<file path="src/rtl/alu_16.sv">
// 16-bit two-operand ALU (ADD/SUB/AND/OR) with a carry flag and one-cycle registered outputs.
// Optional macro ALU_ZERO_FLAG_EN adds a registered zero flag.
module alu_16 (
    input  logic        clk,
    input  logic        reset,
    input  logic [1:0]  op,
    input  logic [15:0] i0,
    input  logic [15:0] i1,
    output logic [15:0] o,
    output logic        cout
`ifdef ALU_ZERO_FLAG_EN
    ,
    output logic        zero
`endif
);

    typedef enum logic [1:0] {
        OP_ADD = 2'b00,
        OP_SUB = 2'b01,
        OP_AND = 2'b10,
        OP_OR  = 2'b11
    } op_t;

    op_t         op_sel;
    logic [15:0] operand_b;
    logic [16:0] adder_sum;
    logic [15:0] next_o;
    logic        next_cout;

    assign op_sel = op_t'(op);

    // ADD and SUB share one adder: op[0] inverts B and supplies the carry-in.
    assign operand_b = op[0] ? ~i1 : i1;
    assign adder_sum = {1'b0, i0} + {1'b0, operand_b} + {16'b0, op[0]};

    always_comb begin
        next_o    = 16'h0000;
        next_cout = 1'b0;
        case (op_sel)
            OP_ADD, OP_SUB: begin
                next_o    = adder_sum[15:0];
                next_cout = adder_sum[16];
            end
            OP_AND: next_o = i0 & i1;
            OP_OR:  next_o = i0 | i1;
            default: begin
                next_o    = 16'h0000;
                next_cout = 1'b0;
            end
        endcase
    end

    always_ff @(posedge clk or posedge reset) begin
        if (reset) begin
            o    <= 16'h0000;
            cout <= 1'b0;
        end else begin
            o    <= next_o;
            cout <= next_cout;
        end
    end

`ifdef ALU_ZERO_FLAG_EN
    always_ff @(posedge clk or posedge reset) begin
        if (reset) begin
            zero <= 1'b1;
        end else begin
            zero <= (next_o == 16'h0000);
        end
    end
`endif

endmodule

</file>
<file path="config.mk">
export PLATFORM = sky130hd
export DESIGN_NAME = alu_16
export DESIGN_NICKNAME = d
export VERILOG_FILES = /design/src/rtl/alu_16.sv
export SDC_FILE = /design/constraint.sdc
export NUM_CORES = 1
export LEC_CHECK = 0
export ABC_CLOCK_PERIOD_IN_PS = 800
export CORE_MARGIN = 3
export CORE_UTILIZATION = 48
export CTS_CLUSTER_DIAMETER = 50
export DETAILED_ROUTE_END_ITERATION = 16
export PLACE_DENSITY = 0.81
export REMOVE_ABC_BUFFERS = 1
export SETUP_SLACK_MARGIN = 0.2
export SLEW_MARGIN = 5
export SYNTH_ARGS = -nofsm -noshare
export SYNTH_HDL_FRONTEND = slang
export SYNTH_SLANG_ARGS = --single-unit
</file>
<file path="constraint.sdc">
create_clock -name clk -period 0.8 [get_ports clk]
set_input_delay 0.2 -clock clk [delete_from_list [all_inputs] [get_ports clk]]
set_output_delay 0.2 -clock clk [all_outputs]
set_load 0.005 [all_outputs]
</file>
==> results of run 1 <==
-- synthesized netlist by cell type, types with 4 or more instances --
master | count | area, um^2
buf_2 | 4 | 20.02
nand2_1 | 17 | 63.81
a211oi_1 | 4 | 30.03
o21ai_0 | 14 | 70.07
maj3_1 | 13 | 130.1
xor2_1 | 21 | 183.9
a21o_1 | 5 | 37.54
and3_1 | 4 | 25.02
dfrtp_1 | 17 | 425.4
ha_1 | 19 | 237.7
nor2_1 | 12 | 45.04
inv_1 | 8 | 30.03
nor3_1 | 4 | 20.02
clkbuf_1 | 4 | 15.01
a21oi_1 | 21 | 105.1
-- stage by stage --
step | utilization (%) | setup slack [ps] | TNS, ps | std cells
2_1_floorplan | - | -1066 | -12060 | 204
3_3_place_gp | 80.42 | -1783 | -28920 | 358
3_5_place_dp | 80.42 | -1802 | -29650 | 358
4_1_cts | 89.01 | -932.1 | -14580 | 372
-- logic make-up after synthesis --
family                   count (synthesis)
AO/OA/AOI/OAI                           71
XOR/XNOR                                24
adder cells (fa/ha/maj)                 33
buffers and inverters                   16
flip-flops                              17
multiplexers                             3
AND/OR/NAND/NOR                         48
-- repair_timing --
item,4_1_cts
cloned,0
gates resized for setup,177
pin swaps,54
buffers inserted,10
setup endpoints to repair,34
==> flow_summary.toml, run 1 <==
[run_status]
status = "aborted with a tool error"
lastStage = "global routing"
first-error = "[ERROR DPL-0038] Utilization greater than 100%, impossible to legalize"

[die]
dieHeight_um = 67.82
io_pins = 53
rows = 21
dieWidth_um = 67.82
start_util_pct = 52.49

[timing]
endpoint_type = "register data pin"
grt-worst-endpoint = "o[10]$_DFF_PP0_/D"

[clock_tree]
postCtsHoldBufs = 0
root_buffer = "clkbuf_8"
cts_buffer_depth = 2
htreeDepth = 1
numCtsBuffers = 3
cts_sinks = 17

[synthesis]
ys.flop_type = "dfrtp_1"
synth_compound_area_share_pct = 25.44
synthCells = 212
syn_area_um2 = 1834
synth-seq-cells = 17
syn_avg_cell_area_um2 = 8.652
synth_simple_gate_area_share_pct = 13.10
async_reset_ff_share_pct = 100.0
synth_edf_count = 0
synth_fa_ha_area_share_pct = 21.15
ys_types = 48
yosysSeqAreaShare_pct = 23.19
synthMuxAreaShare_pct = 2.115
synth_top_family_by_area = "compound AO/OA/AOI/OAI gates"
synthXorXnorAreaFrac_pct = 11.46
ys_warn_count = 0

[place]
post_dp_cell_area_um2 = 2810
routabilityCongestion = 0.9229
dp.final_hpwl_um = 4187
portBuffers = 52

[global_routing]
grt_max_degree = 18
==> run 2: changes to the inputs <==
--- a/config.mk
+++ b/config.mk
@@ -7,12 +7,10 @@
 export LEC_CHECK = 0
 export ABC_CLOCK_PERIOD_IN_PS = 800
 export CORE_MARGIN = 3
-export CORE_UTILIZATION = 48
-export CTS_CLUSTER_DIAMETER = 50
+export CORE_UTILIZATION = 40
 export DETAILED_ROUTE_END_ITERATION = 16
-export PLACE_DENSITY = 0.81
+export PLACE_DENSITY_LB_ADDON = 0.15
 export REMOVE_ABC_BUFFERS = 1
-export SETUP_SLACK_MARGIN = 0.2
 export SLEW_MARGIN = 5
 export SYNTH_ARGS = -nofsm -noshare
 export SYNTH_HDL_FRONTEND = slang
==> run 2 against run 1 <==
The flow now finishes, with violations (setup timing). Area after synthesis unchanged. Synthesized cell count unchanged.
==> flow_summary.toml, run 2 <==
[drt]
vias = 2221
drtIter0Drc = 135
vias_per_cell = 5.739
wirelength_um = 7293
wl_per_cell_um = 18.84
drc = 0
drtPass1Iterations = 4
ant_nets = 0

[timing]
min_period_over_period_pct = 238.4
tightest_slew_ps = 344.6
fmaxAchievable_mhz = 524.4
setup-violations-final = 33
slew_headroom_pct = 76.78
timing.hold.ws_ps = 256.7
final.setup.tns_ps = -16960
period_needed_ps = 1907
slew_violations = 0
hold_violations = 0
worst_slack_ps = -1107
rsz0062_at_grt = "yes"

[clock_tree]
clk_pin_slew_worst_paths_ps = 80
cts_sinks = 17
cts_tree = "done"
postCtsHoldBufs = 0
numCtsBuffers = 3
root_buffer = "clkbuf_8"
htreeDepth = 1
cts_buffer_depth = 2

[global_routing]
antenna_found_initial = 0
grt_pass1_vias = 2205
grt_first_pass_wirelength_um = 10090
grt_overflow = 0
grt_usage_pct = 23.98
grt_max_degree = 18

[cells_and_area]
final_nets = 394
largest_reg_flops = 16
fin_cells = 387
antennaDiodeCount = 0
regMostFlops = "o"
final_common_cell = "buf_4"
top_regs = "o (16), cout (1)"
mostFrequentLayoutCells = "buf_4, dfrtp_1, buf_2"
syn_to_final_growth_pct = 86.77
fin_util_pct = 81.54
drive_above_1_share_pct = 52.23
final_cell_area_um2 = 3426

[synthesis]
syn_area_um2 = 1834
async_reset_ff_share_pct = 100.0
yosysTopAreaCellShare_pct = 23.19
synth_common_cells = "a21oi_1, xor2_1, ha_1"
synth_area_leaders = "dfrtp_1, ha_1, xor2_1"
synth_edf_count = 0
synth_area_leader_cell = "dfrtp_1"
syn_avg_cell_area_um2 = 8.652
ys_types = 48
synthXorXnorAreaFrac_pct = 11.46
ys_warn_count = 0
synth_fa_ha_area_share_pct = 21.15
synth_compound_area_share_pct = 25.44
synth_simple_gate_area_share_pct = 13.10
synthMuxAreaShare_pct = 2.115
yosysSeqAreaShare_pct = 23.19
synthCells = 212
ys.flop_type = "dfrtp_1"
synth-seq-cells = 17
synth_top_family_by_area = "compound AO/OA/AOI/OAI gates"

[power_and_ir_drop]
ir_worst_vdd_mv = 0.7711
power_frac_seq_pct = 21.3
p_int_mw = 3.020
p_per_area_nw_per_um2 = 1438
pwr-share-clk_pct = 14.2
p_total_mw = 4.926
switching_power_mw = 1.905
p_sw_share_pct = 38.68
p_comb_share_pct = 64.5
leakagePower_nw = 1.588

[place]
dp.final_hpwl_um = 3923
place_inst = 358
post_dp_cell_area_um2 = 2798
portBuffers = 52
routabilityCongestion = 0.8815
dp_slack_ps = -1841

[die]
dieArea_um2 = 5434
rows = 23
dieHeight_um = 73.72
core-area_um2 = 4202
io_pins = 53
dieWidth_um = 73.72
start_util_pct = 43.66

[run_status]
violations = "setup timing"
status = "finished with violations"

[critical_path]
cp.arrival_ps = 2080
startpoint_type = "input pin"
worstSetupPathType = "in2reg"
path_max_fanout = 8
crit_required_ps = 980
critical_path.endpoint_type = "flop"

[job]
maxCapViolCount = 0

[min_path]
hold_class = "in2async"
[run 2: path summary, 6_finish.rpt]
kind                       start  endpoint  slack, ps  cells past startpoint
min in group clk           i1[0]      o[0]        280                      3
worst min-delay path       reset      o[0]        260                      3
worst max-delay path       op[0]     o[14]      -1110                     10
max in group asynchronous  reset     o[15]        410                      3
[run 2: critical path, cell delays in order]
cell       delay [ps]
buf_8             110
buf_12            150
buf_8             130
xor2_1            140
ha_1              360
a21o_1            240
buf_6             130
o2111ai_4         180
a31o_4            280
a31oi_2           160
[run 2: final cells by class]
class                   count  area (um^2)
fillers                   224        775.7
flip-flops and latches     17        425.4
well taps                  50        62.56
inverters                   8        30.03
clock buffers               3        41.29
repair buffers            129         1101
multi-input cells         179         1760
clock inverters             1        5.005
[run 2: logic make-up after synthesis]
family,after synthesis
xor gates and xnor gates,24
DFF,17
adders and majority gates,33
and+or+nand+nor,48
muxes,3
buffers and inverters,16
AOI/OAI and AO/OA,71
[run 2: metal layers]
layer | up-vias | track usage (%) | wire length [um]
li1 | 1022 | - | -
met1 | 1067 | 27.39 | 2850
met2 | 107 | 43.80 | 3740
met3 | 25 | 5.198 | 491
met4 | 0 | 7.646 | 211
met5 | - | 0 | 0
[run 2: what timing repair did]
action                     CTS  global route
pin swaps                   50            34
setup buffers               19             9
resized for setup          147            52
cloned                       0             0
setup endpoints to repair   34            34
hold endpoints to repair     0             0
[run 2: power groups by stage]
| stage | logic [mW] | registers, mW | clock network [mW] |
|---|---|---|---|
| final | 3.18 | 1.05 | 0.699 |
| after global routing | 3.37 | 1.06 | 0.739 |
| after CTS | 2.65 | 1.05 | 0.699 |
| after detailed placement | 2.29 | 1.07 | 0 |
| after global placement | 2.26 | 1.07 | 0 |
| after floorplan | 1.10 | 1.09 | 0 |
Power figures use the tool's default switching activity.
